**src/rtl/axi_lite_tg_pkg.sv**
```systemverilog
// Shared types, status bit positions, AXI response codes and the data pattern
// used by the AXI-Lite traffic generator.
package axi_lite_tg_pkg;

  typedef enum logic [1:0] {
    TG_WR_ONLY = 2'd0,
    TG_RD_ONLY = 2'd1,
    TG_WR_RD   = 2'd2
  } tg_mode_e;

  typedef enum logic [2:0] {
    ST_IDLE,
    ST_WR_REQ,
    ST_WR_RESP,
    ST_RD_REQ,
    ST_RD_RESP,
    ST_DONE
  } tg_state_e;

  localparam int unsigned STATUS_PASS     = 0;
  localparam int unsigned STATUS_TIMEOUT  = 1;
  localparam int unsigned STATUS_RESP_ERR = 2;
  localparam int unsigned STATUS_MISMATCH = 3;
  localparam int unsigned STATUS_ERR_LSB  = 16;

  localparam logic [1:0] AXI_RESP_OKAY   = 2'b00;
  localparam logic [1:0] AXI_RESP_EXOKAY = 2'b01;
  localparam logic [1:0] AXI_RESP_SLVERR = 2'b10;
  localparam logic [1:0] AXI_RESP_DECERR = 2'b11;

  function automatic logic [63:0] tg_pattern(input logic [63:0] seed, input logic [15:0] idx);
    return seed ^ {48'd0, idx};
  endfunction

endpackage

```
**src/rtl/axi_lite_tg_watchdog.sv**
```systemverilog
// Per-wait cycle counter: expires after TIMEOUT enabled cycles without a clear.
// TIMEOUT of zero disables expiry entirely.
module axi_lite_tg_watchdog #(
  parameter int unsigned TIMEOUT = 1024
) (
  input  logic clk,
  input  logic aresetn,
  input  logic clr,
  input  logic en,
  output logic expired
);

  logic [31:0] count;

  always_ff @(posedge clk) begin
    if (!aresetn) begin
      count <= '0;
    end else if (clr) begin
      count <= '0;
    end else if (en) begin
      count <= count + 32'd1;
    end
  end

  // Fires on the cycle whose edge would make the count reach TIMEOUT.
  assign expired = (TIMEOUT != 0) && en && !clr && (count >= 32'(TIMEOUT - 1));

endmodule

```
**src/rtl/axi_lite_traffic_gen.sv**
```systemverilog
// AXI-Lite master traffic generator: NUM_TRANS single-beat writes and/or reads
// with readback compare, error counting and a per-wait watchdog.
module axi_lite_traffic_gen
  import axi_lite_tg_pkg::*;
#(
  parameter int unsigned           ADDR_WIDTH  = 32,
  parameter int unsigned           DATA_WIDTH  = 32,
  parameter int unsigned           NUM_TRANS   = 16,
  parameter logic [ADDR_WIDTH-1:0] BASE_ADDR   = '0,
  parameter int unsigned           ADDR_STRIDE = 4,
  parameter tg_mode_e              MODE        = TG_WR_RD,
  parameter logic [DATA_WIDTH-1:0] DATA_SEED   = 'hA5A5_0000,
  parameter int unsigned           TIMEOUT     = 1024
) (
  input  logic                    clk,
  input  logic                    aresetn,
  output logic [ADDR_WIDTH-1:0]   awaddr,
  output logic [2:0]              awprot,
  output logic                    awvalid,
  input  logic                    awready,
  output logic [DATA_WIDTH-1:0]   wdata,
  output logic [DATA_WIDTH/8-1:0] wstrb,
  output logic                    wvalid,
  input  logic                    wready,
  input  logic [1:0]              bresp,
  input  logic                    bvalid,
  output logic                    bready,
  output logic [ADDR_WIDTH-1:0]   araddr,
  output logic [2:0]              arprot,
  output logic                    arvalid,
  input  logic                    arready,
  input  logic [DATA_WIDTH-1:0]   rdata,
  input  logic [1:0]              rresp,
  input  logic                    rvalid,
  output logic                    rready,
  input  logic                    start,
  output logic                    busy,
  output logic                    done,
  output logic [31:0]             status
);

  tg_state_e             state;
  logic [15:0]           idx;
  logic [15:0]           err_cnt;
  logic [15:0]           err_inc;
  logic                  timeout_flag;
  logic                  resp_err_flag;
  logic                  mismatch_flag;
  logic [63:0]           pattern;
  logic [DATA_WIDTH-1:0] data_cur;
  logic [ADDR_WIDTH-1:0] addr_cur;
  logic                  last_idx;
  logic                  handshake;
  logic                  wd_en;
  logic                  wd_expired;

  assign pattern  = tg_pattern(64'(DATA_SEED), idx);
  assign data_cur = pattern[DATA_WIDTH-1:0];
  assign addr_cur = BASE_ADDR + ADDR_WIDTH'(idx) * ADDR_WIDTH'(ADDR_STRIDE);
  assign last_idx = (idx == 16'(NUM_TRANS - 1));
  assign err_inc  = (err_cnt == 16'hFFFF) ? err_cnt : err_cnt + 16'd1;

  assign awaddr = addr_cur;
  assign araddr = addr_cur;
  assign wdata  = data_cur;
  assign wstrb  = '1;
  assign awprot = '0;
  assign arprot = '0;

  assign handshake = (awvalid && awready) || (wvalid && wready) || (bvalid && bready) ||
                     (arvalid && arready) || (rvalid && rready);
  assign wd_en     = (state == ST_WR_REQ) || (state == ST_WR_RESP) ||
                     (state == ST_RD_REQ) || (state == ST_RD_RESP);

  // Every transition between active states happens on a handshake, so clearing
  // on handshake or inactivity also covers clearing on state entry.
  axi_lite_tg_watchdog #(.TIMEOUT(TIMEOUT)) u_watchdog (
    .clk     (clk),
    .aresetn (aresetn),
    .clr     (handshake || !wd_en),
    .en      (wd_en),
    .expired (wd_expired)
  );

  always_ff @(posedge clk) begin
    if (!aresetn) begin
      state         <= ST_IDLE;
      awvalid       <= 1'b0;
      wvalid        <= 1'b0;
      bready        <= 1'b0;
      arvalid       <= 1'b0;
      rready        <= 1'b0;
      busy          <= 1'b0;
      done          <= 1'b0;
      idx           <= '0;
      err_cnt       <= '0;
      timeout_flag  <= 1'b0;
      resp_err_flag <= 1'b0;
      mismatch_flag <= 1'b0;
    end else if (wd_expired) begin
      awvalid      <= 1'b0;
      wvalid       <= 1'b0;
      bready       <= 1'b0;
      arvalid      <= 1'b0;
      rready       <= 1'b0;
      timeout_flag <= 1'b1;
      err_cnt      <= err_inc;
      busy         <= 1'b0;
      done         <= 1'b1;
      state        <= ST_DONE;
    end else begin
      case (state)
        ST_IDLE, ST_DONE: begin
          if (start) begin
            busy          <= 1'b1;
            done          <= 1'b0;
            idx           <= '0;
            err_cnt       <= '0;
            timeout_flag  <= 1'b0;
            resp_err_flag <= 1'b0;
            mismatch_flag <= 1'b0;
            if (MODE == TG_RD_ONLY) begin
              arvalid <= 1'b1;
              state   <= ST_RD_REQ;
            end else begin
              awvalid <= 1'b1;
              wvalid  <= 1'b1;
              state   <= ST_WR_REQ;
            end
          end
        end
        ST_WR_REQ: begin
          if (awvalid && awready) awvalid <= 1'b0;
          if (wvalid && wready)   wvalid  <= 1'b0;
          if ((!awvalid || awready) && (!wvalid || wready)) begin
            bready <= 1'b1;
            state  <= ST_WR_RESP;
          end
        end
        ST_WR_RESP: begin
          if (bvalid) begin
            bready <= 1'b0;
            if (bresp != AXI_RESP_OKAY) begin
              resp_err_flag <= 1'b1;
              err_cnt       <= err_inc;
            end
            if (!last_idx) begin
              idx     <= idx + 16'd1;
              awvalid <= 1'b1;
              wvalid  <= 1'b1;
              state   <= ST_WR_REQ;
            end else if (MODE == TG_WR_RD) begin
              idx     <= '0;
              arvalid <= 1'b1;
              state   <= ST_RD_REQ;
            end else begin
              busy  <= 1'b0;
              done  <= 1'b1;
              state <= ST_DONE;
            end
          end
        end
        ST_RD_REQ: begin
          if (arready) begin
            arvalid <= 1'b0;
            rready  <= 1'b1;
            state   <= ST_RD_RESP;
          end
        end
        ST_RD_RESP: begin
          if (rvalid) begin
            rready <= 1'b0;
            if (rresp != AXI_RESP_OKAY) begin
              resp_err_flag <= 1'b1;
              err_cnt       <= err_inc;
            end else if ((MODE == TG_WR_RD) && (rdata != data_cur)) begin
              mismatch_flag <= 1'b1;
              err_cnt       <= err_inc;
            end
            if (last_idx) begin
              busy  <= 1'b0;
              done  <= 1'b1;
              state <= ST_DONE;
            end else begin
              idx     <= idx + 16'd1;
              arvalid <= 1'b1;
              state   <= ST_RD_REQ;
            end
          end
        end
        default: state <= ST_IDLE;
      endcase
    end
  end

  always_comb begin
    status                  = '0;
    status[STATUS_PASS]     = done && !timeout_flag && (err_cnt == 16'd0);
    status[STATUS_TIMEOUT]  = timeout_flag;
    status[STATUS_RESP_ERR] = resp_err_flag;
    status[STATUS_MISMATCH] = mismatch_flag;
    status[31:16]           = err_cnt;
  end

endmodule

```
**config.mk**
```make
export PLATFORM = sky130hd
export DESIGN_NAME = axi_lite_traffic_gen
export DESIGN_NICKNAME = d
export VERILOG_FILES = /design/src/rtl/axi_lite_tg_pkg.sv /design/src/rtl/axi_lite_tg_watchdog.sv /design/src/rtl/axi_lite_traffic_gen.sv
export SDC_FILE = /design/constraint.sdc
export NUM_CORES = 1
export LEC_CHECK = 0
export ABC_AREA = 0
export CORE_ASPECT_RATIO = 0.75
export CORE_MARGIN = 2
export CORE_UTILIZATION = 48
export CTS_CLUSTER_SIZE = 20
export DETAILED_ROUTE_END_ITERATION = 12
export PLACE_DENSITY = 0.86
export SYNTH_ARGS = -nofsm -noshare
export SYNTH_HDL_FRONTEND = slang
export SYNTH_SLANG_ARGS = --single-unit
```
**constraint.sdc**
```tcl
create_clock -name clk -period 3.6 [get_ports clk]
set_input_delay 0.36 -clock clk [delete_from_list [all_inputs] [get_ports clk]]
set_output_delay 0.36 -clock clk [all_outputs]
set_load 0.005 [all_outputs]
```
# Yosys cells after proc, flatten, opt, wreduce, memory -nomap -nowiden

Index checks and enable logic that the tools add are counted.

Input port bits: 44
Output and inout bits: 145
Flip-flop bits (word level): 77
ROM bits: 0
Logic and storage cells: 167
Memories: 0
Bits in latches: 0
Memory bits (writable): 0

Magnitude comparators: 1
Bitwise operators: 2
Eq/ne operators: 31
Multiplexer cells: 59
Reduce and logical (&&, ||, !) cells: 56
Multiply operators: 0
$add $sub $neg: 3
Divide/modulo/power cells: 0
Shift operators: 0

Operators with widths:

| operator                                                                              | number |
|---|---|
| 16-bit two-way mux                                                                    | 12 |
| 16-bit one-hot mux with 3 select lines                                                | 2 |
| 16-bit by 1-bit adder with 16-bit output, second input constant                       | 2 |
| 32-bit by 1-bit adder with 32-bit output, second input constant                       | 1 |
| 32-bit by 10-bit greater-or-equal comparator with 1-bit output, second input constant | 1 |
| 32-bit != test                                                                        | 1 |
| 1-bit two-way mux                                                                     | 27 |
| 6-bit AND reduction                                                                   | 4 |
| 3-bit two-way mux                                                                     | 7 |
| 5-bit AND reduction                                                                   | 4 |
| 2-bit != test, second input constant                                                  | 9 |
| 16-bit equality test, second input constant                                           | 1 |
| 16-bit by 4-bit equality test with 1-bit output, second input constant                | 1 |
| 16-bit logical NOT                                                                    | 1 |
| 3-bit by 2-bit != test with 1-bit output, second input constant                       | 5 |
| 3-bit one-hot mux with 5 select lines                                                 | 1 |
| 2-bit nonzero test                                                                    | 7 |
| 2-bit by 1-bit != test with 1-bit output, second input constant                       | 6 |
| 1-bit one-hot mux with 3 select lines                                                 | 4 |
| 3-bit nonzero test                                                                    | 4 |
| 1-bit logical AND                                                                     | 10 |
| 1-bit logical OR                                                                      | 10 |
| 1-bit one-hot mux with 2 select lines                                                 | 5 |
| 4-bit AND reduction                                                                   | 2 |
| 14 further kinds                                                                      | 25 |

# Logic depth before layout (Yosys ltp)

Word-level depth: 11
Depth in mapped cells: 10

# By module

From an unflattened synthesis, not the netlist that was laid out.

Cells, all modules: 655
Area total of the unflattened synthesis: 5220.0 sq um

Modules (own cells, without submodules):

| module               | seq. area each (sq um) | times used | area an instance (sq um) | cells an instance |
|---|---|---|---|---|
| axi_lite_traffic_gen | 900.9                  | 1          | 3638.5                   | 465 |
| axi_lite_tg_watchdog | 640.6                  | 1          | 1581.5                   | 190 |

# Worst setup path before layout

Ideal clock, no wire load.

Path type: register to register
From: register err_cnt[0]
To: register err_cnt[7]
Arrival time: 2.111 ns
Slack: 1.410 ns
Path buffers: 1
Library setup time: 0.079 ns
Required time: 3.521 ns
Cell stages (with the launch flop): 9
Path through: dfxtp_1 -> ha_1 -> and3_1 -> nand3_1 -> or3_1 -> clkbuf_1 -> nand4_1 -> or4b_2 -> o211ai_1

Word-level cells in the longest chain between the ends: 7
Elaborated cells on any way between the ends: 10

Ends and longest elaborated chain:

| element                                                                          | RTL line                    | text |
|---|---|---|
| start: declaration                                                               | axi_lite_traffic_gen.sv:44  | `logic [15:0] err_cnt;` |
| start signal: assignment                                                         | axi_lite_traffic_gen.sv:107 | `err_cnt <= err_inc;` |
| start signal: assignment                                                         | axi_lite_traffic_gen.sv:145 | `err_cnt <= err_inc;` |
| start signal: assignment                                                         | axi_lite_traffic_gen.sv:175 | `err_cnt <= err_inc;` |
| 16-bit by 1-bit adder with 16-bit output or 16-bit equality test (tied branches) | axi_lite_traffic_gen.sv:61  | `assign err_inc = (err_cnt == 16'hFFFF) ? err_cnt : err_cnt + 16'd1;` |
| 16-bit two-way mux *                                                             | axi_lite_traffic_gen.sv:61  |  |
| 16-bit two-way mux                                                               | axi_lite_traffic_gen.sv:176 | `end else if ((MODE == TG_WR_RD) && (rdata != data_cur)) begin` |
| 16-bit two-way mux                                                               | axi_lite_traffic_gen.sv:173 | `if (rresp != AXI_RESP_OKAY) begin` |
| 16-bit two-way mux                                                               | axi_lite_traffic_gen.sv:171 | `if (rvalid) begin` |
| 16-bit one-hot mux with 3 select lines                                           | axi_lite_traffic_gen.sv:112 | `case (state)` |
| 16-bit two-way mux *                                                             | axi_lite_traffic_gen.sv:100 | `end else if (wd_expired) begin` |

Mark *: on every way between the ends. The rest lies on a longest branch, timed or not. The select of a mux whose other input is x is not followed.
A chain may end at the register's enable or synchronous reset.

# Worst setup path in the final report

From: register state[1]
To: register err_cnt[3]

Word-level cells in the longest chain between the ends: 11
Elaborated cells on any way between the ends: 24

Ends and longest elaborated chain:

| element                                                                                                          | RTL line                                                | text |
|---|---|---|
| start: declaration                                                                                               | axi_lite_traffic_gen.sv:42                              | `tg_state_e state;` |
| start signal: assignment                                                                                         | axi_lite_traffic_gen.sv:87                              | `state <= ST_IDLE;` |
| start signal: assignment                                                                                         | axi_lite_traffic_gen.sv:110                             | `state <= ST_DONE;` |
| start signal: assignment                                                                                         | axi_lite_traffic_gen.sv:124                             | `state <= ST_RD_REQ;` |
| 3-bit by 1-bit equality test with 1-bit output or 3-bit by 2-bit equality test with 1-bit output (tied branches) | axi_lite_traffic_gen.sv:72, axi_lite_traffic_gen.sv:112 |  |
| 1-bit logical OR (2 in series)                                                                                   | axi_lite_traffic_gen.sv:72                              | `assign wd_en = (state == ST_WR_REQ) \|\| (state == ST_WR_RESP) \|\|` |
| 1-bit logical OR                                                                                                 | axi_lite_traffic_gen.sv:73                              | `(state == ST_RD_REQ) \|\| (state == ST_RD_RESP);` |
| 1-bit logical NOT                                                                                                | axi_lite_traffic_gen.sv:80                              | `.clr (handshake \|\| !wd_en),` |
| 1-bit logical OR                                                                                                 | axi_lite_traffic_gen.sv:80                              |  |
| 1-bit logical NOT                                                                                                | axi_lite_tg_watchdog.sv:26                              | `assign expired = (TIMEOUT != 0) && en && !clr && (count >= 32'(TIMEOUT - 1));` |
| 1-bit logical AND (2 in series)                                                                                  | axi_lite_tg_watchdog.sv:26                              |  |
| 4-bit by 1-bit != test with 1-bit output (no source line), or another cell as far along                          | -                                                       |  |
| 6-bit AND reduction (no source line)                                                                             | -                                                       |  |

Parallel ways exist; a longest one is shown, timed or not.

==> metrics.cfg <==
[run_status]
status=completed

[routing]
dr.pass1.iters=6
wirelength_mm=12.2
drcViolationCount=0
ant_nets=0
drt_iter0_drc=452
vias=4589
post_drt_wl_per_cell_um=14.3
via_per_inst=5.39

[timing]
slew_violations=0
skew_ns=0.0104
worst_hold_slack_ns=0.463
worstMarginPinSlew_ns=1.00
clock.fmax_ghz=0.320
fin_tns_setup_ns=0
setup_viol=0
rsz0062_at_grt=false
post-route-period-util_pct=86.8
relSlewSlack_pct=33.0
final-hold-violation-count=0
fin_crit_ns=3.13

[logic_synthesis]
ys_ff_latch=77
synth_common_cells=107 x buf_4, 77 x dfxtp_1, 72 x nor2_1
yosysUniqueCellTypes=55
yosysMostFrequentCell=buf_4
yosys_warnings=0
synthArstFlopShare_pct=0
yosysSeqAreaShare_pct=31.0
avgSynthCellArea_sq_um=7.83
synth_area_leaders=dfxtp_1 31%, buf_4 16%, nor2_1 5.4%, xnor2_1 5.3%, xor2_1 4.6%
synth_edf_count=0
synth_top_cell_area_share_pct=31.0
synthCells=635
synthFlopType=dfxtp_1
synth_area_sq_um=4970
yosysTopAreaCell=dfxtp_1

[critical_path]
arrival_ns=3.39
crit_fanout=20
path_cells=nor3_1 -> nor2_1 -> and3_1 -> nand2_1 -> o21a_1 -> or4_1 -> a21oi_1
r2r_start=state[1]
reg2reg_to=err_cnt[3]
rrSetupSlack_ns=0.47
cp.required_ns=3.86
r2r_cells=7
path_buf_inv=0
path_class=register to register
critPathTopFamily=simple AND/OR/NAND/NOR gates
critPathSlowestCell=dfxtp_1
cp_slowest_stage_delay_ns=0.75
start_kind=register
cp-end-kind=register

[hold_path]
hold_end=u_watchdog.count[0]
min_from=u_watchdog.count[0]
hp-class=register to register
min_path_cells=1

[global_routing]
grt_max_degree=33
grt_pass1_wl_mm=19.9
antenna_found_initial=0
grt_pass1_vias=4207
grt_overflow_total=0
grt_usage_pct=21.8

[floorplanning]
initial_core_util_pct=48.9
ioPinCount=189
core_sq_um=10200
die_x_um=122
num_rows=32
die_height_um=92.1
fp.dieArea_sq_um=11200

[power]
peakVddDrop_mv=0.228
power_density_nw_per_um2=338
p_leak_nw=2.17

[place]
portBuffers=118
dp.cells=836
hpwl_mm=9.08
place.gp.congestion=0.941

[final_layout]
antennaDiodeCount=0
final_cells=852
final_nets=759
drive_gt1_share_pct=4.05
post-route-util_pct=59.1
area_growth_pct=20.8

[clock_network]
post-cts-setup-buffer-count=0
cts.clk_slew.worst_paths_ns=0.07
cts_tree=built
clockBufferDepth=2
cts_sinks=77
cts_resized=0
cts_root_buffer=clkbuf_16
cts_hold_buf=0
clock_latency_ns=0.34
h-tree-depth=3
numCtsBuffers=9

[run]
drv_cap=0

sequential cells by signal, summed over array words and instances (netlist names), 3 cells and up:
name / count
err_cnt: 16
state: 3
idx: 16
u_watchdog.count: 32
cell families (layout without fill, tap and decap cells):
kind of cell,Yosys count,in the layout,share of synthesized area [%]
other,2,70,0.151
adders and majority gates,4,4,1.01
buffers and inverters,144,157,19.2
DFF,77,77,31.0
AOI/OAI and AO/OA,87,87,10.7
muxes,2,2,0.428
and+or+nand+nor,263,263,27.6
xor gates and xnor gates,56,56,9.87
worst reg2reg max path: cells and delay by family, from the launching register on:
family | cells | cell delay [ns]
flip-flops | 1 | 0.75
AND/OR/NAND/NOR | 5 | 1.73
AO/OA/AOI/OAI | 2 | 0.58
power breakdown:
group | internal, mW | switching, mW | total (mW)
logic | 0.125 | 0.155 | 0.280
registers | 0.869 | 0.0232 | 0.892
clock network | 0.476 | 0.380 | 0.857
total | 1.47 | 0.559 | 2.03
metal layers:
| layer | vias up | track usage [%] | share of wire (%) |
|---|---|---|---|
| li1 | 2185 | - | - |
| met1 | 2118 | 30.5 | 43 |
| met2 | 268 | 34.1 | 47 |
| met3 | 18 | 4.17 | 8.9 |
| met4 | 0 | 5.94 | 1.1 |
| met5 | - | 0 | 0 |
cell type report:
class,count,area (sq um)
fill,867,4160
multi-input combinational,482,2730
sequential,77,1540
timing repair buffer,122,1210
clock buffer,9,225
tap,136,170
inverter,19,71.3
clock inverter,7,57.6
placed cells by master (no fill, tap or decap), types with 21 or more instances in the layout:
cell type / n
nand2_1: 53
conb_1: 70
xnor2_1: 30
nand3_1: 29
nor2_1: 72
clkdlybuf4s50_1: 118
dfxtp_1: 77
a21oi_1: 31
nor3_1: 21
xor2_1: 26
how the worst max path moves through the flow:
stage                     startpoint     endpoint  slack [ns]  cells after the start
after floorplan           err_cnt[0]   err_cnt[7]        1.41                      8
after global placement         start       idx[7]        0.69                      8
after detailed placement    rdata[3]  err_cnt[13]        0.59                      8
after CTS                   state[1]   err_cnt[6]        0.61                      7
after global routing        state[1]   err_cnt[3]        0.28                      7
final                       state[1]   err_cnt[3]        0.47                      7
stage by stage:
| stage | cell area (sq um) | total power [mW] | setup WS (ns) |
|---|---|---|---|
| finish | 6010 | 2.03 | 0.474 |
| global route | 6010 | 2.10 | 0.276 |
| CTS | 6010 | 2.03 | 0.606 |
| detailed placement | 5720 | 1.18 | 0.587 |
| global placement | 5720 | 1.17 | 0.693 |
| floorplan | 5230 | 1.12 | 1.41 |
(Power assumes the default switching activity.)
